`src/rtl/shift_arbiter.sv`:
```
// Two-requester round-robin arbiter driving a shared 32-bit barrel shifter into a one-entry response buffer.
// Latency: a request accepted at a clock edge is presented on resp_* in the following cycle.
// Backpressure: a full buffer with resp_ready low holds both ready lines low; draining and a new grant may share a cycle.
module shift_arbiter (
  input  logic        clk,
  input  logic        reset_n,
  input  logic        req0_valid,
  output logic        req0_ready,
  input  logic [31:0] req0_a,
  input  logic [4:0]  req0_b,
  input  logic [1:0]  req0_op,
  input  logic        req1_valid,
  output logic        req1_ready,
  input  logic [31:0] req1_a,
  input  logic [4:0]  req1_b,
  input  logic [1:0]  req1_op,
  output logic        resp_valid,
  input  logic        resp_ready,
  output logic [31:0] resp_data,
  output logic        resp_id
);

  typedef enum logic {EMPTY = 1'b0, FULL = 1'b1} state_t;

  state_t      state_q, state_d;
  logic        last_grant_q;
  logic        can_accept;
  logic        grant0, grant1, grant_any;
  logic [31:0] sel_a;
  logic [4:0]  sel_b;
  logic [1:0]  sel_op;
  logic        is_shl, fill;
  logic [31:0] s0, s1, s2, s3, s4, s5;
  logic [31:0] shift_res;

  function automatic logic [31:0] bit_rev(input logic [31:0] x);
    logic [31:0] r;
    for (int i = 0; i < 32; i++) r[i] = x[31-i];
    return r;
  endfunction

  // Round-robin grant; ready lines are held low while in reset.
  always_comb begin
    can_accept = (state_q == EMPTY) || resp_ready;
    grant0     = reset_n && can_accept && req0_valid && (!req1_valid || last_grant_q);
    grant1     = reset_n && can_accept && req1_valid && (!req0_valid || !last_grant_q);
    grant_any  = grant0 || grant1;
  end

  assign req0_ready = grant0;
  assign req1_ready = grant1;

  // Operand mux feeding the shared shifter.
  always_comb begin
    sel_a  = grant1 ? req1_a  : req0_a;
    sel_b  = grant1 ? req1_b  : req0_b;
    sel_op = grant1 ? req1_op : req0_op;
  end

  // Logarithmic right shifter; left shifts reuse it by reversing operand and result.
  always_comb begin
    is_shl    = (sel_op == 2'b00);
    fill      = (sel_op == 2'b11) && sel_a[31];
    s0        = is_shl ? bit_rev(sel_a) : sel_a;
    s1        = sel_b[0] ? {fill, s0[31:1]}          : s0;
    s2        = sel_b[1] ? {{2{fill}}, s1[31:2]}     : s1;
    s3        = sel_b[2] ? {{4{fill}}, s2[31:4]}     : s2;
    s4        = sel_b[3] ? {{8{fill}}, s3[31:8]}     : s3;
    s5        = sel_b[4] ? {{16{fill}}, s4[31:16]}   : s4;
    shift_res = is_shl ? bit_rev(s5) : s5;
  end

  // Buffer occupancy: a grant always fills it, a drain without grant empties it.
  always_comb begin
    state_d = state_q;
    case (state_q)
      EMPTY:   if (grant_any) state_d = FULL;
      FULL:    if (grant_any) state_d = FULL;
               else if (resp_ready) state_d = EMPTY;
      default: state_d = EMPTY;
    endcase
  end

  assign resp_valid = (state_q == FULL);

  // Occupancy state register.
  always_ff @(posedge clk or negedge reset_n) begin
    if (!reset_n) state_q <= EMPTY;
    else          state_q <= state_d;
  end

  // Response payload and round-robin pointer update on every grant.
  always_ff @(posedge clk or negedge reset_n) begin
    if (!reset_n) begin
      resp_data    <= 32'd0;
      resp_id      <= 1'b0;
      last_grant_q <= 1'b1;
    end else if (grant_any) begin
      resp_data    <= shift_res;
      resp_id      <= grant1;
      last_grant_q <= grant1;
    end
  end

endmodule
```
`config.mk`:
```
export PLATFORM = sky130hd
export DESIGN_NAME = shift_arbiter
export DESIGN_NICKNAME = d
export VERILOG_FILES = /design/src/rtl/shift_arbiter.sv
export SDC_FILE = /design/constraint.sdc
export NUM_CORES = 1
export LEC_CHECK = 0
export BUFFER_PORTS_ARGS = -buffer_cell sky130_fd_sc_hd__buf_4
export CAP_MARGIN = 0
export CORE_ASPECT_RATIO = 2
export CORE_MARGIN = 5
export CORE_UTILIZATION = 35
export CTS_BUF_LIST = sky130_fd_sc_hd__clkbuf_8
export DETAILED_ROUTE_END_ITERATION = 7
export GPL_ROUTABILITY_DRIVEN = 0
export PLACE_DENSITY_LB_ADDON = 0.15
export SYNTH_ARGS = -nofsm -noshare
export SYNTH_HDL_FRONTEND = slang
export SYNTH_SLANG_ARGS = --single-unit
```
`constraint.sdc`:
```
create_clock -name clk -period 3.2 [get_ports clk]
set_input_delay 0.32 -clock clk [delete_from_list [all_inputs] [get_ports clk]]
set_output_delay 0.32 -clock clk [all_outputs]
set_load 0.05 [all_outputs]
```
* Yosys cells after proc, flatten, opt, wreduce, memory -nomap -nowiden
Index checks and enable logic that the tools add are counted.
** Cells by class
- Muxes and demuxes :: 14
- Bitwise logic cells :: 1
- Reductions and logical operators :: 14
- Eq/ne operators :: 1
** Operator list (number)
- two-way mux 32 bit :: 8
- logical AND 1 bit :: 6
- two-way mux 5 bit :: 1
- logical OR 1 bit :: 4
- zero test 1 bit :: 3
- two-way mux 1 bit :: 3
- equality test 2 bit, second input constant :: 1
- zero test 2 bit :: 1
- two-way mux 2 bit :: 1
- case mux 1 bit (2 select lines) :: 1
- inverter 1 bit :: 1
** Storage, ports and cells
- Register bits :: 35

* Logic depth before layout (Yosys ltp)
Gate-level depths: netlist of the first run.
- Depth after elaboration :: 14
- Mapped depth :: 13
- Gate-level depth less buffers :: 9

* Worst setup path before layout of the first run
No wires, ideal clock.
- Path type :: register -> register
- Start :: register state_q, in the netlist resp_valid
- End :: register resp_data[24]
- Data arrival time :: 2.565 ns
- Setup slack :: 0.509 ns
- Clock period less this slack :: 2.691 ns
- Cell stages (with the launch flop) :: 9
- Path buffers :: 0
- Library setup time :: 0.126 ns
- Path through :: dfrtp_1 > nor2b_1 > nor4_4 > nor2_2 > mux2i_1 > mux2_2 > a31o_1 > a211o_1 > a221o_1
** Between the ends
- Longest elaborated chain between the ends :: 14
** RTL lines
- from (decl) :: line 25 : state_t state_q, state_d;
- from (signal assigned) :: line 89 : else state_q <= state_d;
- inverter 1 bit *
- logical OR 1 bit * :: line 44 : can_accept = (state_q == EMPTY) || resp_ready;
- logical AND 1 bit * :: line 45, 46
- logical AND 1 bit (2 in series) :: line 46 : grant1 = reset_n && can_accept && req1_valid && (!req0_valid || !last_grant_q);
- two-way mux 2 bit :: line 57 : sel_op = grant1 ? req1_op : req0_op;
- zero test 2 bit / equality test 2 bit (equally long branches) :: line 62, 63
- two-way mux 32 bit / logical AND 1 bit (equally long branches) :: line 64, 63
- two-way mux 32 bit :: line 65 : s1 = sel_b[0] ? {fill, s0[31:1]} : s0;
- two-way mux 32 bit :: line 66 : s2 = sel_b[1] ? {{2{fill}}, s1[31:2]} : s1;
- two-way mux 32 bit :: line 67 : s3 = sel_b[2] ? {{4{fill}}, s2[31:4]} : s2;
- two-way mux 32 bit :: line 68 : s4 = sel_b[3] ? {{8{fill}}, s3[31:8]} : s3;
- two-way mux 32 bit :: line 69 : s5 = sel_b[4] ? {{16{fill}}, s4[31:16]} : s4;
- two-way mux 32 bit :: line 70 : shift_res = is_shl ? bit_rev(s5) : s5;
- to (signal assigned) :: line 99 : resp_data <= shift_res;
- to (decl) :: line 19 : output logic [31:0] resp_data,
Every way passes the cells marked *; elsewhere a longest branch is shown, timed or not.
A chain may end at the register's enable or synchronous reset.

* Worst setup path after layout of the first run
- Start :: register last_grant_q
- End :: register resp_data[10]
** Between the ends
- Longest elaborated chain between the ends :: 12
** RTL lines
- from (decl) :: line 26 : logic last_grant_q;
- from (signal assigned) :: line 101 : last_grant_q <= grant1;
- zero test 1 bit :: line 46
- logical OR 1 bit :: line 46
- logical AND 1 bit :: line 46
- two-way mux 2 bit :: line 57
- zero test 2 bit / equality test 2 bit (equally long branches) :: line 62, 63
- two-way mux 32 bit / logical AND 1 bit (equally long branches) :: line 64, 63
- two-way mux 32 bit :: line 65
- two-way mux 32 bit :: line 66
- two-way mux 32 bit :: line 67
- two-way mux 32 bit :: line 68
- two-way mux 32 bit :: line 69
- two-way mux 32 bit :: line 70
Parallel ways exist; a longest one is shown, timed or not.

==> results of run 1 <==
[area by class of cell]
type                       count  share of cell area (%)
multi-input combinational    658                    65.7
timing repair buffer         202                    18.7
sequential                    35                    10.4
tap                          259                    3.86
clock buffer                   5                   0.819
inverter                       9                   0.402
clock inverter                 3                   0.134
[cell usage after synthesis, drive strengths merged, types with 3 or more instances]
library cell / instances / share of area (%)
a211o: 4 / 0.51
nand2: 66 / 3.7
or2: 4 / 0.37
o31ai: 7 / 0.97
mux4: 65 / 22
mux2: 26 / 4.3
o21a: 3 / 0.33
o22ai: 19 / 1.7
a31o: 5 / 0.64
a31oi: 18 / 1.7
nand3: 23 / 1.9
o311ai: 5 / 0.64
inv: 7 / 0.38
o32ai: 4 / 0.51
buf: 53 / 5.0
a2111oi: 4 / 0.60
nor2: 66 / 3.8
a21o: 4 / 0.44
o211ai: 14 / 1.5
a21oi: 47 / 3.4
dfrtp: 34 / 12
and2: 5 / 0.46
nand4: 5 / 0.55
a211oi: 20 / 2.2
nor3: 29 / 2.1
a21boi: 3 / 0.49
o21ai: 42 / 3.1
a221oi: 9 / 1.2
mux2i: 88 / 13
nand2b: 16 / 1.5
a22oi: 8 / 0.88
nor4: 6 / 0.99
clkbuf: 20 / 1.1
a32oi: 3 / 0.38
o221ai: 6 / 0.77
nor2b: 7 / 0.64
[worst register-to-register path, stage by stage, from the launching register on]
cell	delay, ns
sky130_fd_sc_hd__dfstp_2	0.59
sky130_fd_sc_hd__a21boi_4	0.08
sky130_fd_sc_hd__nand3_4	0.22
sky130_fd_sc_hd__inv_2	0.19
sky130_fd_sc_hd__a21oi_1	0.59
sky130_fd_sc_hd__buf_4	0.29
sky130_fd_sc_hd__nand2_1	0.11
sky130_fd_sc_hd__nand2_1	0.24
sky130_fd_sc_hd__a221oi_1	0.08
sky130_fd_sc_hd__nor2_1	0.28
sky130_fd_sc_hd__o221ai_1	0.17
[final timing paths]
kind	depth (start not counted)	to	slack (ns)
setup / recovery	10	resp_data[10]	0.21
hold / removal	2	resp_data[17]	0.1
setup reg to reg	10	resp_data[10]	0.21
hold reg to reg	2	resp_data[12]	0.48
max in group asynchronous	2	resp_data[10]	2.75
min in group clk	4	resp_id	0.47
[flip-flops by register name, summed over array words and instances (netlist names)]
name	cells
resp_data	32
last_grant_q	1
resp_id	1
resp_valid	1
[stage by stage]
stage | setup WS [ns] | cell area [sq um]
after global placement | 0.132 | 8320
final | 0.209 | 8400
after CTS | 0.245 | 8400
after global routing | 0.0205 | 8400
after detailed placement | 0.0934 | 8320
after floorplan | 0.509 | 6840
[routing by layer]
metal | global-route usage [%] | vias up | share of wire (%)
li1 | - | 3379 | -
met1 | 26.6 | 3611 | 33
met2 | 46.5 | 389 | 53
met3 | 2.86 | 137 | 5.0
met4 | 20.0 | 0 | 9.6
met5 | 0 | - | 0
[power breakdown]
| group | switching (W) | internal [W] | leakage [nW] | total (W) |
|---|---|---|---|---|
| sequential | 0.000103 | 0.000613 | 0.420 | 0.000716 |
| combinational | 0.00164 | 0.000947 | 3.02 | 0.00258 |
| clock | 0.000155 | 0.000145 | 0.0519 | 0.000300 |
| total | 0.00189 | 0.00170 | 3.50 | 0.00360 |
[cells by family (layout without fill, tap and decap cells)]
family	Yosys count	in the layout	synth area share, %
AO/OA/AOI/OAI	245	245	24.9
XOR/XNOR	1	1	0.128
adder cells (fa/ha/maj)	2	2	0.293
buffers and inverters	82	219	6.62
flip-flops	35	35	12.8
multiplexers	179	179	38.9
AND/OR/NAND/NOR	231	231	16.4
==> impl_metrics.ini, run 1 <==
[status]
outcome = finished clean

[route]
routed_via_density = 6.42
drt_iter0_markers = 560
via_count = 7516
drt_first_pass_iters = 5
drc = 0
ant_nets = 0
drt-wirelength-per-cell_um = 25.2
routed_wirelength_um = 29500

[synth]
ys_seq_elements = 35
asr_flop_ratio_synth_pct = 100
post_synthesis_area_per_instance_sq_um = 8.83
synth-main-ff-cell = sky130_fd_sc_hd__dfrtp_1
seq_area_frac_synth_pct = 12.8
post_synth_edffs = 0
synth_cells = 775
synth_cell_types = 79
ys.warnings.count = 0
synth_fp_nets = 858
mappedNetlistArea_sq_mm = 0.00684

[grt]
gr-usage-all-layers_pct = 26.0
first_pass_grt_wire_length_um = 45400
grt_antenna_before_repair = 0
first_global_vias = 7652
grt_start_max_net_pins = 37
overflow = 0

[die]
num_io_pins = 119
die-width_um = 109
initial_core_util_pct = 35.5
dieHeight_um = 208
die_outline_area_sq_mm = 0.0226
core_area_sq_mm = 0.0193
num_rows = 72

[setup_path]
cp_data_required_time_ns = 3.35
crit_buf_inv = 2
timing.rr.start = last_grant_q
critPathSlowestCell = sky130_fd_sc_hd__dfstp_2
critPathKind = register to register
critPathCaptureType = register
crit_path_max_incr_delay_ns = 0.59
worst_ep_arrival_time_ns = 3.14
worstPathCellList = a21boi_4 > nand3_4 > inv_2 > a21oi_1 > buf_4 > nand2_1 > nand2_1 > a221oi_1 > nor2_1 > o221ai_1
setup.worst_path.start_class = register
crit_path_frequent_cell = sky130_fd_sc_hd__nand2_1
crit_fanout = 12
worstSetupStartpoint = last_grant_q
critPathTopFamily = compound AO/OA/AOI/OAI gates

[power_and_ir_drop]
power.total_w = 0.00360
power.density_cell_area_mw_per_mm2 = 429
power.ir.vdd_worst_mv = 0.288
p_leak_nw = 3.50

[min_path]
holdCritPathClass = primary input to async pin

[clock_network]
setup_buffers_after_cts = 0
clockBufferDepth = 2
tritoncts = yes
cts-htree-levels = 2
root_buffer = sky130_fd_sc_hd__clkbuf_8
holdBufCountCts = 0
numCtsBuffers = 5
clk_pin_slew_ns = 0.06
post_cts_resized = 0
clkLatencyLatePin_ns = 0.29
clkSinkCount = 35

[finish]
final_cell_mix = sky130_fd_sc_hd__buf_4 (198), sky130_fd_sc_hd__mux2i_1 (87), sky130_fd_sc_hd__nand2_1 (65)
mostFrequentLayoutCell = sky130_fd_sc_hd__buf_4
layout-drive-gt1-share_pct = 35.0
area.growth.synth_to_final_pct = 22.7
post-route-util_pct = 43.6
seq_area_sq_um = 877
final_cell_count_no_fill = 1171
multi_input_area_sq_mm = 0.00552
finalNetCount = 994
n_antenna_cell = 0
fill_cells = 2051

[sta]
finalSetupTns_ns = 0
tightestPinTransition_ns = 1.18
period_share_pct = 93.5
grt_setup_unrepaired = false
setup_viol = 0
hold_violations = 0
final.min_clock_period_ns = 2.99
hold_ws_ns = 0.0969
timing.fmax_mhz = 334
max_slew_margin_pct = 21.4
timing.clock.skew_ns = 0.00366
finalMaxSlewViolations = 0

[placement]
dp.final_hpwl_um = 24200
place.detailed.instances = 1163
numPortBuffers = 118

[flow_run]
max-cap-violations = 0
Note: power is estimated with default switching activity, not from simulation.
==> run 2: changes to the inputs <==
--- a/config.mk
+++ b/config.mk
@@ -9,11 +9,12 @@
 export CAP_MARGIN = 0
 export CORE_ASPECT_RATIO = 2
 export CORE_MARGIN = 5
-export CORE_UTILIZATION = 35
+export CORE_UTILIZATION = 45
 export CTS_BUF_LIST = sky130_fd_sc_hd__clkbuf_8
 export DETAILED_ROUTE_END_ITERATION = 7
 export GPL_ROUTABILITY_DRIVEN = 0
 export PLACE_DENSITY_LB_ADDON = 0.15
+export SKIP_CTS_REPAIR_TIMING = 1
 export SYNTH_ARGS = -nofsm -noshare
 export SYNTH_HDL_FRONTEND = slang
 export SYNTH_SLANG_ARGS = --single-unit
==> run 2 against run 1 <==
Net effect:
- sequential power is 2% higher
- routed wire length is 3.7% lower
- non-clock buffer count is 27 lower
- first-iteration DRC count is 27% higher
- final cell count is 7.8% lower
- cell area is 3.0% lower
- utilization is 11 points higher
- hold slack worse by 0.0024 ns
- clock skew is 0.0017 ns lower
- largest cell class unchanged
- via count is 1.6% higher
- sequential share of layout area is 0.32 points higher
- count of clock-buffer cells in the layout is 2 higher
==> impl_metrics.ini, run 2 (synthesis gave the netlist of run 1 again) <==
[status]
outcome = finished clean

[power_and_ir_drop]
power.density_cell_area_mw_per_mm2 = 444
p_clk_share_pct = 9.7
p_leak_nw = 3.37
power.ir.vdd_worst_mv = 0.185
power.switching_fraction_pct = 52.6
seqPwrFrac_pct = 20.2
power.switching_w = 0.00190
p_int_w = 0.00171
pwr-share-comb_pct = 70.1

[finish]
finalNetCount = 967
mostFrequentLayoutCell = sky130_fd_sc_hd__buf_4
max_ffs_per_register = 32
final_cell_mix = sky130_fd_sc_hd__buf_4 (170), sky130_fd_sc_hd__mux2i_1 (87), sky130_fd_sc_hd__nand2_1 (65)
largest_register = resp_data
fill_cells = 1395
layout-drive-gt1-share_pct = 33.2
post-route-util_pct = 54.7
area.growth.synth_to_final_pct = 19.0
n_antenna_cell = 0

[clock_network]
numCtsBuffers = 5
clkLatencyLatePin_ns = 0.30
clockBufferDepth = 2
cts-htree-levels = 2
tritoncts = yes
root_buffer = sky130_fd_sc_hd__clkbuf_8
clk_pin_slew_ns = 0.07
clkSinkCount = 35

[setup_path]
critPathKind = register to register
crit_fanout = 41
cp_data_required_time_ns = 3.37
setup.worst_path.start_class = register
worstSetupStartpoint = last_grant_q
worst_ep_arrival_time_ns = 3.22
critical_path.endpoint = resp_data[3]
critPathCaptureType = register
r2r_setup_slack_ns = 0.15
regToRegEndpoint = resp_data[3]
timing.rr.start = last_grant_q
ff2ff_path_depth = 9

[route]
drt_iter0_markers = 711
drc = 0
via_count = 7639
drt_first_pass_iters = 6
ant_nets = 0
routed_via_density = 7.07
drt-wirelength-per-cell_um = 26.3
routed_wirelength_um = 28400

[die]
initial_core_util_pct = 45.9
die-width_um = 97.2
die_outline_area_sq_mm = 0.0179
num_rows = 63
num_io_pins = 119
core_area_sq_mm = 0.0149
dieHeight_um = 184

[sta]
finalSetupTns_ns = 0
setup_viol = 0
hold_violations = 0
max_slew_margin_pct = 39.3
period_share_pct = 95.4
tightestPinTransition_ns = 0.902
timing.clock.skew_ns = 0.00191
finalMaxSlewViolations = 0
timing.fmax_mhz = 328
final.min_clock_period_ns = 3.05
grt_setup_unrepaired = false

[grt]
gr-usage-all-layers_pct = 30.8
grt_start_max_net_pins = 42
first_pass_grt_wire_length_um = 43100
overflow = 0
first_global_vias = 7651
grt_antenna_before_repair = 0

[min_path]
holdCritPathClass = primary input to async pin

[placement]
numPortBuffers = 118
dp.final_hpwl_um = 22500

[flow_run]
max-cap-violations = 0
-- run 2: worst min path at each step --
stage | start | to | slack (ns) | cells after the start
after floorplan | reset_n | resp_data[0] | 0.02 | 0
after global placement | reset_n | resp_data[13] | 0.19 | 1
after detailed placement | reset_n | resp_valid | 0.20 | 1
after CTS | reset_n | resp_valid | -0.12 | 1
after global routing | reset_n | last_grant_q | 0.09 | 1
final | reset_n | last_grant_q | 0.09 | 1
-- run 2: power groups by stage --
stage	logic [W]	clock network [W]	registers [W]
after floorplan	0.00108	0	0.00129
after global placement	0.00246	0	0.000728
after detailed placement	0.00249	0	0.000741
after CTS	0.00249	0.000356	0.000733
after global routing	0.00265	0.000373	0.000748
final	0.00253	0.000352	0.000730
-- run 2: through the flow --
step           instance area [sq um]  hold WS [ns]  total power (W)  worst slack [ns]  cells
2_1_floorplan                   6840        0.0244          0.00237             0.509    775
3_3_place_gp                    8030         0.193          0.00319            0.0398   1071
3_5_place_dp                    8030         0.202          0.00323            0.0328   1071
4_1_cts                         8130        -0.124          0.00358             0.163   1079
5_1_grt                         8150        0.0922          0.00377            0.0507   1080
6_report                        8150        0.0945          0.00361             0.148   1080
-- run 2: area by class of cell --
type	count	area (sq um)	share of cell area [%]
multi-input combinational	658	5520	67.8
timing repair buffer	175	1370	16.8
sequential	35	877	10.8
tap	195	244	3.00
clock buffer	7	96.3	1.18
inverter	9	33.8	0.415
clock inverter	1	3.75	0.0461
-- run 2: metal layers --
layer	up-vias	global-route usage [%]	share of wire, %
li1	3324	-	-
met5	-	0	0
met3	148	3.64	6.0
met4	0	25.8	9.4
met2	449	55.2	52
met1	3718	31.5	33
-- run 2: critical path, cell delays in order (launching register included) --
cell and delay (ns):
sky130_fd_sc_hd__dfstp_2 0.59, sky130_fd_sc_hd__a21boi_4 0.11, sky130_fd_sc_hd__nand3_4 0.11, sky130_fd_sc_hd__buf_12 0.23
sky130_fd_sc_hd__mux2i_1 0.50, sky130_fd_sc_hd__mux2_2 0.41, sky130_fd_sc_hd__o21ai_0 0.22, sky130_fd_sc_hd__o32ai_1 0.13
sky130_fd_sc_hd__a211oi_1 0.46, sky130_fd_sc_hd__o21ai_1 0.11
